<file path="config.mk">
export PLATFORM = sky130hd
export DESIGN_NAME = axis_adder_arbiter
export DESIGN_NICKNAME = d
export VERILOG_FILES = /design/src/rtl/axis_adder_pkg.sv /design/src/rtl/adder.sv /design/src/rtl/adder_rr_grant.sv /design/src/rtl/axis_adder_arbiter.sv
export SDC_FILE = /design/constraint.sdc
export NUM_CORES = 1
export LEC_CHECK = 0
export CAP_MARGIN = 20
export CORE_MARGIN = 3
export CORE_UTILIZATION = 43
export DETAILED_ROUTE_END_ITERATION = 16
export GPL_ROUTABILITY_DRIVEN = 0
export GPL_TIMING_DRIVEN = 0
export PLACE_DENSITY = 0.88
export SETUP_SLACK_MARGIN = 0.02
export SYNTH_ARGS = -nofsm -noshare
export SYNTH_HDL_FRONTEND = slang
export SYNTH_SLANG_ARGS = --single-unit
</file>
<file path="constraint.sdc">
create_clock -name clk -period 2.1 [get_ports clk]
set_input_delay 0.21 -clock clk [delete_from_list [all_inputs] [get_ports clk]]
set_output_delay 0.21 -clock clk [all_outputs]
set_load 0.1 [all_outputs]
</file>
<file path="src/rtl/axis_adder_pkg.sv">
`default_nettype none
// ============================================================================
//  Module      : axis_adder_pkg
//  Description : Shared types and constants for the AXI-Stream adder arbiter.
//  Revision    : 1.0 - initial release
// ============================================================================
package axis_adder_pkg;

    localparam int NUM_REQ = 2;
    localparam int STAT_W  = 16;

    typedef enum logic [1:0] {
        IDLE = 2'd0,
        CALC = 2'd1,
        OUT  = 2'd2
    } state_t;

endpackage
`default_nettype wire

</file>
<file path="src/rtl/adder.sv">
`default_nettype none
// ============================================================================
//  Module      : adder
//  Description : Registered unsigned adder, result zero-extended by one bit.
//  Revision    : 1.0 - initial release
// ============================================================================
module adder #(
    parameter int WIDTH = 4
) (
    input  logic             clk,
    input  logic             rst,
    input  logic             i_en,
    input  logic [WIDTH-1:0] i_a,
    input  logic [WIDTH-1:0] i_b,
    output logic [WIDTH:0]   o_sum
);

    logic [WIDTH:0] r_sum_q;
    logic [WIDTH:0] w_sum_d;

    // Compute a new sum only when enabled, otherwise hold the last result
    always_comb begin
        w_sum_d = r_sum_q;
        if (i_en) begin
            w_sum_d = {1'b0, i_a} + {1'b0, i_b};
        end
    end

    // Result register, cleared by the active-low reset
    always_ff @(posedge clk or negedge rst) begin
        if (!rst) begin
            r_sum_q <= '0;
        end else begin
            r_sum_q <= w_sum_d;
        end
    end

    assign o_sum = r_sum_q;

endmodule
`default_nettype wire

</file>
<file path="src/rtl/adder_rr_grant.sv">
`default_nettype none
// ============================================================================
//  Module      : adder_rr_grant
//  Description : Two-way round-robin grant selector with frame lock; owns the
//                last-grant pointer (requester 0 wins first after reset).
//  Revision    : 1.0 - initial release
// ============================================================================
module adder_rr_grant
    import axis_adder_pkg::*;
(
    input  logic               clk,
    input  logic               rst,
    input  logic [NUM_REQ-1:0] i_valid,
    input  logic               i_lock,
    input  logic               i_lock_id,
    input  logic               i_upd,
    input  logic               i_upd_src,
    output logic               o_gnt_vld,
    output logic               o_gnt_id
);

    logic r_last_grant_q;
    logic w_last_grant_d;

    // Locked owner first, then alternate on contention, else the lone requester
    always_comb begin
        o_gnt_vld = 1'b0;
        o_gnt_id  = 1'b0;
        if (i_lock) begin
            o_gnt_vld = i_valid[i_lock_id];
            o_gnt_id  = i_lock_id;
        end else if (i_valid[0] && i_valid[1]) begin
            o_gnt_vld = 1'b1;
            o_gnt_id  = ~r_last_grant_q;
        end else if (i_valid[0]) begin
            o_gnt_vld = 1'b1;
            o_gnt_id  = 1'b0;
        end else if (i_valid[1]) begin
            o_gnt_vld = 1'b1;
            o_gnt_id  = 1'b1;
        end
    end

    // The pointer only moves when a frame completes
    always_comb begin
        w_last_grant_d = r_last_grant_q;
        if (i_upd) begin
            w_last_grant_d = i_upd_src;
        end
    end

    // Pointer register; reset value 1 so requester 0 is favoured first
    always_ff @(posedge clk or negedge rst) begin
        if (!rst) begin
            r_last_grant_q <= 1'b1;
        end else begin
            r_last_grant_q <= w_last_grant_d;
        end
    end

endmodule
`default_nettype wire

</file>
<file path="src/rtl/axis_adder_arbiter.sv">
`default_nettype none
// ============================================================================
//  Module      : axis_adder_arbiter
//  Description : Shares one registered adder between two AXI-Stream operand
//                requesters with frame-locked round-robin arbitration.
//                Optional statistics ports: AXIS_ADDER_ARBITER_STATS_EN.
//  Revision    : 1.0 - initial release
// ============================================================================
module axis_adder_arbiter
    import axis_adder_pkg::*;
#(
    parameter int c_WIDTH  = 4,
    parameter int ID_WIDTH = 8
) (
    input  logic                 clk,
    input  logic                 rst,
    input  logic [2*c_WIDTH-1:0] s0_axis_tdata,
    input  logic                 s0_axis_tvalid,
    output logic                 s0_axis_tready,
    input  logic                 s0_axis_tlast,
    input  logic [ID_WIDTH-1:0]  s0_axis_tid,
    input  logic [2*c_WIDTH-1:0] s1_axis_tdata,
    input  logic                 s1_axis_tvalid,
    output logic                 s1_axis_tready,
    input  logic                 s1_axis_tlast,
    input  logic [ID_WIDTH-1:0]  s1_axis_tid,
    output logic [c_WIDTH:0]     m_axis_tdata,
    output logic                 m_axis_tvalid,
    input  logic                 m_axis_tready,
    output logic                 m_axis_tlast,
    output logic [ID_WIDTH-1:0]  m_axis_tid,
    output logic                 m_axis_tdest,
    output logic                 busy
`ifdef AXIS_ADDER_ARBITER_STATS_EN
    ,
    output logic [STAT_W-1:0]    stat_beats0,
    output logic [STAT_W-1:0]    stat_beats1,
    output logic [STAT_W-1:0]    stat_carry
`endif
);

    state_t                r_state_q, w_state_d;
    logic                  r_lock_q, w_lock_d;
    logic                  r_lock_id_q, w_lock_id_d;
    logic [c_WIDTH-1:0]    r_a_q, w_a_d;
    logic [c_WIDTH-1:0]    r_b_q, w_b_d;
    logic [ID_WIDTH-1:0]   r_tid_q, w_tid_d;
    logic                  r_tlast_q, w_tlast_d;
    logic                  r_tdest_q, w_tdest_d;
    logic                  r_tvalid_q, w_tvalid_d;

    logic                  w_gnt_vld, w_gnt_id;
    logic                  w_idle, w_calc;
    logic                  w_ready0, w_ready1;
    logic                  w_in_hs, w_out_hs;
    logic [2*c_WIDTH-1:0]  w_sel_data;
    logic [ID_WIDTH-1:0]   w_sel_tid;
    logic                  w_sel_tlast;
    logic [c_WIDTH:0]      w_sum;

    assign w_idle = (r_state_q == IDLE);
    assign w_calc = (r_state_q == CALC);

    adder_rr_grant u_grant (
        .clk       (clk),
        .rst       (rst),
        .i_valid   ({s1_axis_tvalid, s0_axis_tvalid}),
        .i_lock    (r_lock_q),
        .i_lock_id (r_lock_id_q),
        .i_upd     (w_in_hs & w_sel_tlast),
        .i_upd_src (w_gnt_id),
        .o_gnt_vld (w_gnt_vld),
        .o_gnt_id  (w_gnt_id)
    );

    // Ready only for the granted requester while idle; held low during reset
    assign w_ready0 = rst & w_idle & w_gnt_vld & ~w_gnt_id;
    assign w_ready1 = rst & w_idle & w_gnt_vld &  w_gnt_id;
    assign w_in_hs  = (w_ready0 & s0_axis_tvalid) | (w_ready1 & s1_axis_tvalid);
    assign w_out_hs = r_tvalid_q & m_axis_tready;

    assign w_sel_data  = w_gnt_id ? s1_axis_tdata  : s0_axis_tdata;
    assign w_sel_tid   = w_gnt_id ? s1_axis_tid    : s0_axis_tid;
    assign w_sel_tlast = w_gnt_id ? s1_axis_tlast  : s0_axis_tlast;

    adder #(
        .WIDTH (c_WIDTH)
    ) u_adder (
        .clk   (clk),
        .rst   (rst),
        .i_en  (w_calc),
        .i_a   (r_a_q),
        .i_b   (r_b_q),
        .o_sum (w_sum)
    );

    // Beat sequencer: capture operands, wait one cycle for the sum, present it
    always_comb begin
        w_state_d   = r_state_q;
        w_lock_d    = r_lock_q;
        w_lock_id_d = r_lock_id_q;
        w_a_d       = r_a_q;
        w_b_d       = r_b_q;
        w_tid_d     = r_tid_q;
        w_tlast_d   = r_tlast_q;
        w_tdest_d   = r_tdest_q;
        w_tvalid_d  = r_tvalid_q;
        case (r_state_q)
            IDLE: begin
                if (w_in_hs) begin
                    w_a_d       = w_sel_data[c_WIDTH-1:0];
                    w_b_d       = w_sel_data[2*c_WIDTH-1:c_WIDTH];
                    w_tid_d     = w_sel_tid;
                    w_tlast_d   = w_sel_tlast;
                    w_tdest_d   = w_gnt_id;
                    w_lock_d    = ~w_sel_tlast;
                    w_lock_id_d = w_sel_tlast ? r_lock_id_q : w_gnt_id;
                    w_state_d   = CALC;
                end
            end
            CALC: begin
                w_tvalid_d = 1'b1;
                w_state_d  = OUT;
            end
            OUT: begin
                if (w_out_hs) begin
                    w_tvalid_d = 1'b0;
                    w_state_d  = IDLE;
                end
            end
            default: begin
                w_tvalid_d = 1'b0;
                w_state_d  = IDLE;
            end
        endcase
    end

    // State, lock and beat registers; reset discards any in-flight beat
    always_ff @(posedge clk or negedge rst) begin
        if (!rst) begin
            r_state_q   <= IDLE;
            r_lock_q    <= 1'b0;
            r_lock_id_q <= 1'b0;
            r_a_q       <= '0;
            r_b_q       <= '0;
            r_tid_q     <= '0;
            r_tlast_q   <= 1'b0;
            r_tdest_q   <= 1'b0;
            r_tvalid_q  <= 1'b0;
        end else begin
            r_state_q   <= w_state_d;
            r_lock_q    <= w_lock_d;
            r_lock_id_q <= w_lock_id_d;
            r_a_q       <= w_a_d;
            r_b_q       <= w_b_d;
            r_tid_q     <= w_tid_d;
            r_tlast_q   <= w_tlast_d;
            r_tdest_q   <= w_tdest_d;
            r_tvalid_q  <= w_tvalid_d;
        end
    end

    assign s0_axis_tready = w_ready0;
    assign s1_axis_tready = w_ready1;
    assign m_axis_tdata   = w_sum;
    assign m_axis_tvalid  = r_tvalid_q;
    assign m_axis_tlast   = r_tlast_q;
    assign m_axis_tid     = r_tid_q;
    assign m_axis_tdest   = r_tdest_q;
    assign busy           = ~w_idle | r_lock_q;

`ifdef AXIS_ADDER_ARBITER_STATS_EN
    localparam logic [STAT_W-1:0] c_STAT_ONE = 1;

    logic [STAT_W-1:0] r_beats0_q, w_beats0_d;
    logic [STAT_W-1:0] r_beats1_q, w_beats1_d;
    logic [STAT_W-1:0] r_carry_q,  w_carry_d;

    // Saturating counters: accepted beats per requester, delivered carry-out results
    always_comb begin
        w_beats0_d = r_beats0_q;
        w_beats1_d = r_beats1_q;
        w_carry_d  = r_carry_q;
        if (w_in_hs && !w_gnt_id && (r_beats0_q != '1)) begin
            w_beats0_d = r_beats0_q + c_STAT_ONE;
        end
        if (w_in_hs && w_gnt_id && (r_beats1_q != '1)) begin
            w_beats1_d = r_beats1_q + c_STAT_ONE;
        end
        if (w_out_hs && w_sum[c_WIDTH] && (r_carry_q != '1)) begin
            w_carry_d = r_carry_q + c_STAT_ONE;
        end
    end

    // Statistics registers
    always_ff @(posedge clk or negedge rst) begin
        if (!rst) begin
            r_beats0_q <= '0;
            r_beats1_q <= '0;
            r_carry_q  <= '0;
        end else begin
            r_beats0_q <= w_beats0_d;
            r_beats1_q <= w_beats1_d;
            r_carry_q  <= w_carry_d;
        end
    end

    assign stat_beats0 = r_beats0_q;
    assign stat_beats1 = r_beats1_q;
    assign stat_carry  = r_carry_q;
`endif

endmodule
`default_nettype wire

</file>
Word level (Yosys, flattened, before mapping)
Index checks and enable logic that the tools add are counted.

Flip-flop bits (word level): 29. Input bits: 39. Word-level logic and storage cells: 54. Output and inout bits: 19.

Multiplexer cells: 17. Add/subtract/negate cells: 1. Equal/unequal tests: 4. $lt $le $gt $ge: 1. Reductions and logical operators: 6. Bitwise operators: 14.

Operator list (count): 8-bit 2-to-1 mux (2); 1-bit 2-to-1 mux (11); 1-bit bitwise AND (8); 2-bit case mux with 3 select lines (1); 2-bit AND reduction (3); 4-bit by 4-bit adder with 5-bit output (1); 2-bit 2-to-1 mux (2); 1-bit NOT (4); 1-bit case mux with 3 select lines (1); 3-bit AND reduction (1); 2-bit by 1-bit equality test with 1-bit output (second input constant) (1); 2-bit equality test (second input constant) (1); 2-bit logical NOT (1); 1-bit by 2-bit < comparator with 1-bit output (second input constant) (1); 2-bit by 1-bit inequality test with 1-bit output (second input constant) (1); 2-bit inequality test (second input constant) (1); 1-bit OR (2); 1-bit logical AND (1).

Depth between registers and ports, before layout
Word-level depth: 10. Mapped depth: 7. Depth with buffers taken out: 7.

By module
From an unflattened synthesis, not the netlist that was laid out.

Cell total of the unflattened synthesis: 142. Area total of the unflattened synthesis: 1540.2 µm².

Modules (own cells, without submodules): axis_adder_arbiter (times used 1, sequential area each 575.6 µm², area each 1108.6 µm², cells an instance 102); adder (times used 1, sequential area each 125.1 µm², area each 345.3 µm², cells an instance 32); adder_rr_grant (times used 1, sequential area each 26.3 µm², area each 86.3 µm², cells an instance 8).

Worst setup path after synthesis
No wires, ideal clock.

Kind: register to output. Start: reg u_grant.r_last_grant_q. End: out s0_axis_tready. Cell stages (with the launch flop): 6. Slack: -495 ps. Path buffers: 1. Arrival time: 2385 ps. Required time: 1890 ps. Cell sequence: dfstp_2 a21boi_0 mux2i_2 buf_6 inv_1 nor2_1.

Word-level cells in the longest chain between the ends: 5.

RTL lines: start: declaration (RTL line adder_rr_grant.sv:22) `logic r_last_grant_q;`; start signal: assignment (RTL line adder_rr_grant.sv:57) `r_last_grant_q <= w_last_grant_d;`; 1-bit NOT (RTL line adder_rr_grant.sv:34) `o_gnt_id = ~r_last_grant_q;`; 1-bit 2-to-1 mux (RTL line adder_rr_grant.sv:32) `end else if (i_valid[0] && i_valid[1]) begin`; 1-bit 2-to-1 mux (RTL line adder_rr_grant.sv:29) `if (i_lock) begin`; 1-bit NOT (RTL line axis_adder_arbiter.sv:77) `assign w_ready0 = rst & w_idle & w_gnt_vld & ~w_gnt_id;`; 1-bit bitwise AND (RTL line axis_adder_arbiter.sv:77); end: declaration (RTL line axis_adder_arbiter.sv:19) `output logic s0_axis_tready,`.

No other way between the ends.

Final worst setup path
Start: reg r_tlast_q (netlist: m_axis_tlast). End: out m_axis_tlast.

RTL lines: start: declaration (RTL line axis_adder_arbiter.sv:48) `logic r_tlast_q, w_tlast_d;`; start signal: assignment (RTL line axis_adder_arbiter.sv:157) `r_tlast_q <= w_tlast_d;`; end: declaration (RTL line axis_adder_arbiter.sv:30) `output logic m_axis_tlast,`.

No word-level cell between the ends.

==> impl_metrics.json <==
{
  "fin_ws_ps": 46.3,
  "cts_made_buffers": 5,
  "die_w_um": 65.3,
  "grt_first_pass_wirelength_um": 6020,
  "tcrit_tclk_final_pct": 97.8,
  "drt-total-wl_um": 3560,
  "antenna-diode-count": 0,
  "global_route.usage.total_pct": 18.6,
  "pin_count_of_the_biggest_net_entering_global_routing": 17,
  "cell_chain_critical_path": "clkdlybuf4s50_1",
  "numPortBuffers": 57,
  "filler_cell_count": 222,
  "dpl.hpwl_um": 2740,
  "power_leakage_nw": 1.20,
  "r2r_setup_slack_ps": 430,
  "worst_slew_pin_slew_ps": 991,
  "pre_cts_ws_ps": -1360,
  "initial_standard_cell_utilization_of_the_core_pct": 47.2,
  "critical_path_buf_inv_count": 1,
  "synth.yosys.seq_area_share_pct": 48.1,
  "grt-ovfl-total": 0,
  "design.core.area_mm2": 0.00320,
  "post-layout-total-power_mw": 1.04,
  "syn_nets": 185,
  "synth_cell_types": 34,
  "synth.cell_area_mm2": 0.00151,
  "timing.critical_path.arrival_ps": 1840,
  "floorplan.die.height_um": 65.3,
  "r2r-start": "u_grant.r_last_grant_q",
  "kind_of_cell_adding_the_most_delay_to_the_critical_path": "buffers and inverters",
  "first_global_vias": 1329,
  "clkLatencyLatePin_ps": 320,
  "regToRegEndpoint": "r_b_q[3]",
  "syn_to_final_growth_pct": 54.2,
  "cts_root_buffer": "clkbuf_4",
  "hold_path.startpoint": "s1_axis_tvalid",
  "critPathMaxFanout": 2,
  "fmax_mhz": 487,
  "final_max_slew_viol_count": 0,
  "hold-path-endpoint": "r_lock_id_q",
  "drt_first_iter_violations": 44,
  "timing.slew.headroom_pct": 33.8,
  "wl_per_cell_um": 13.8,
  "drv_cap": 0,
  "layout.cell_area.non_filler_mm2": 0.00233,
  "p_per_area_mw_per_mm2": 448,
  "number_of_antenna_violations_at_the_first_check_in_global_routing": 0,
  "worst_clock_skew_ps": 7.96,
  "tritoncts": "yes",
  "top_level_ports": 58,
  "hold_path_depth": 4,
  "timing_worst_setup_path_type": "reg2out",
  "crit_path_start_kind": "flip-flop",
  "tns_ps": 0,
  "peakVddDrop_mv": 0.323,
  "clk_pin_slew_worst_paths_ps": 90,
  "run_status": "completed",
  "synthesis.instances": 141,
  "route.vias.total": 1341,
  "r2r.worst_path.cells": 6,
  "setup_repair_after_global_routing_missed_its_margin": "yes",
  "syn_avg_cell_area_um2": 10.7,
  "slowest_stage": "clkdlybuf4s50_1",
  "hold_path_class": "in2reg",
  "antenna_left": 0,
  "detailed_place.area_mm2": 0.00217,
  "placement_rows": 20,
  "tritoncts_num_sinks": 29,
  "ffs_latches_synth": 29,
  "cpPeakStageDelay_ps": 1150,
  "final-hold-violation-count": 0,
  "final-setup-viol-count": 0,
  "finish.net_count": 257,
  "drive_above_1_share_pct": 13.6,
  "via_density": 5.20,
  "cts.htree.levels": 2,
  "required_ps": 1890,
  "drt_pass1_iterations": 4,
  "die-area_mm2": 0.00426,
  "route.detailed.drc": 0,
  "clock_path_buffers": 2,
  "finalCriticalPeriod_ps": 2050,
  "ys_warn_count": 0,
  "timing.critical_path.to_type": "output pin"
}
## sequential cells by signal, summed over array words and instances (netlist names)
| name | count |
|---|---|
| m_axis_tid | 8 |
| u_adder.o_sum | 5 |
| r_a_q | 4 |
| r_b_q | 4 |
| r_state_q | 2 |
| m_axis_tdest | 1 |
| m_axis_tlast | 1 |
| m_axis_tvalid | 1 |
| r_lock_id_q | 1 |
| r_lock_q | 1 |
| u_grant.r_last_grant_q | 1 |
## Yosys cell counts (all sizes together)
cell type | instances | area (µm²)
a211o | 1 | 8.76
a21boi | 2 | 15.0
a21o | 2 | 15.0
a21oi | 3 | 26.3
a2bb2oi | 1 | 8.76
buf | 5 | 47.5
clkbuf | 3 | 11.3
dfrtp | 28 | 701
dfstp | 1 | 26.3
fa | 1 | 20.0
ha | 4 | 50.1
inv | 8 | 32.5
mux2 | 3 | 41.3
mux2i | 19 | 194
nand2 | 6 | 22.5
nand2b | 2 | 12.5
nand3 | 1 | 5.00
nand3b | 2 | 15.0
nor2 | 4 | 15.0
nor3 | 1 | 5.00
nor4 | 1 | 6.26
o21a | 1 | 7.51
o21ai | 37 | 185
o31ai | 1 | 7.51
or2 | 1 | 8.76
or3 | 1 | 6.26
xor2 | 2 | 17.5
## cells in the final DEF, fill, tap and decap left out, drive strengths merged, types with 3 or more instances in the layout
| master | count |
|---|---|
| a21oi | 3 |
| nor2 | 4 |
| dlymetal6s2s | 8 |
| o21ai | 37 |
| inv | 8 |
| mux2 | 3 |
| dlygate4sd3 | 3 |
| nand2 | 6 |
| clkbuf | 11 |
| dfrtp | 28 |
| buf | 12 |
| mux2i | 19 |
| clkdlybuf4s50 | 45 |
| ha | 4 |
## routing by layer
layer / global-route usage [%] / vias to the layer above / wire (µm)
li1: - / 640 / -
met1: 20.8 / 629 / 1360
met2: 32.2 / 64 / 1790
met3: 7.69 / 8 / 362
met4: 5.44 / 0 / 53
met5: 0 / - / 0
## worst max-delay path by stage
stage                           endpoint  cells past startpoint                   start  slack (ps)
after detailed placement  s0_axis_tready                      7                     rst       -1360
after CTS                  m_axis_tid[6]                      1           m_axis_tid[6]          20
after floorplan           s0_axis_tready                      5  u_grant.r_last_grant_q         -30
after global placement    s1_axis_tready                      6                     rst       -1660
final                       m_axis_tlast                      1            m_axis_tlast          50
after global routing        m_axis_tlast                      1            m_axis_tlast         -10
## kinds of logic (layout without fill, tap and decap cells)
family          Yosys count  count (layout)  share of synthesized area (%)
compound gates           48              48                           18.1
xor+xnor                  2               2                           1.16
flops                    29              29                           48.1
mux                      22              22                           15.6
fa+ha+maj                 5               5                           4.64
buf+inv                  16              89                           6.04
simple gates             19              19                           6.37
## what timing repair did
item,4_1_cts,5_1_grt
cloned,0,0
hold buffers,3,0
hold endpoints to repair,12,0
resized for setup,19,12
setup endpoints to repair,5,9
pin swaps,0,1
setup buffers,1,3
## layout make-up
class / instances / area [µm²] / share of cell area [%]
Tap cell: 44 / 55.1 / 2.36
Clock buffer: 8 / 58.8 / 2.52
Timing Repair Buffer: 65 / 698 / 30.0
Multi-Input combinational cell: 96 / 698 / 30.0
Inverter: 8 / 32.5 / 1.40
Sequential cell: 29 / 727 / 31.2
Buffer: 8 / 61.3 / 2.63
## metrics by stage
step	hold WS (ps)	std cells	util [%]
finish	434	258	72.8
global placement	464	242	66.9
detailed placement	472	243	67.7
floorplan	-85.6	141	-
global route	451	258	72.8
CTS	490	255	70.9
## where the power goes
| part | total [mW] | internal [mW] | switching [mW] |
|---|---|---|---|
| Combinational | 0.145 | 0.0941 | 0.0510 |
| Sequential | 0.558 | 0.558 | 0 |
| Clock | 0.342 | 0.165 | 0.177 |
| Total | 1.04 | 0.817 | 0.228 |
Note: power is estimated with default switching activity, not from simulation.
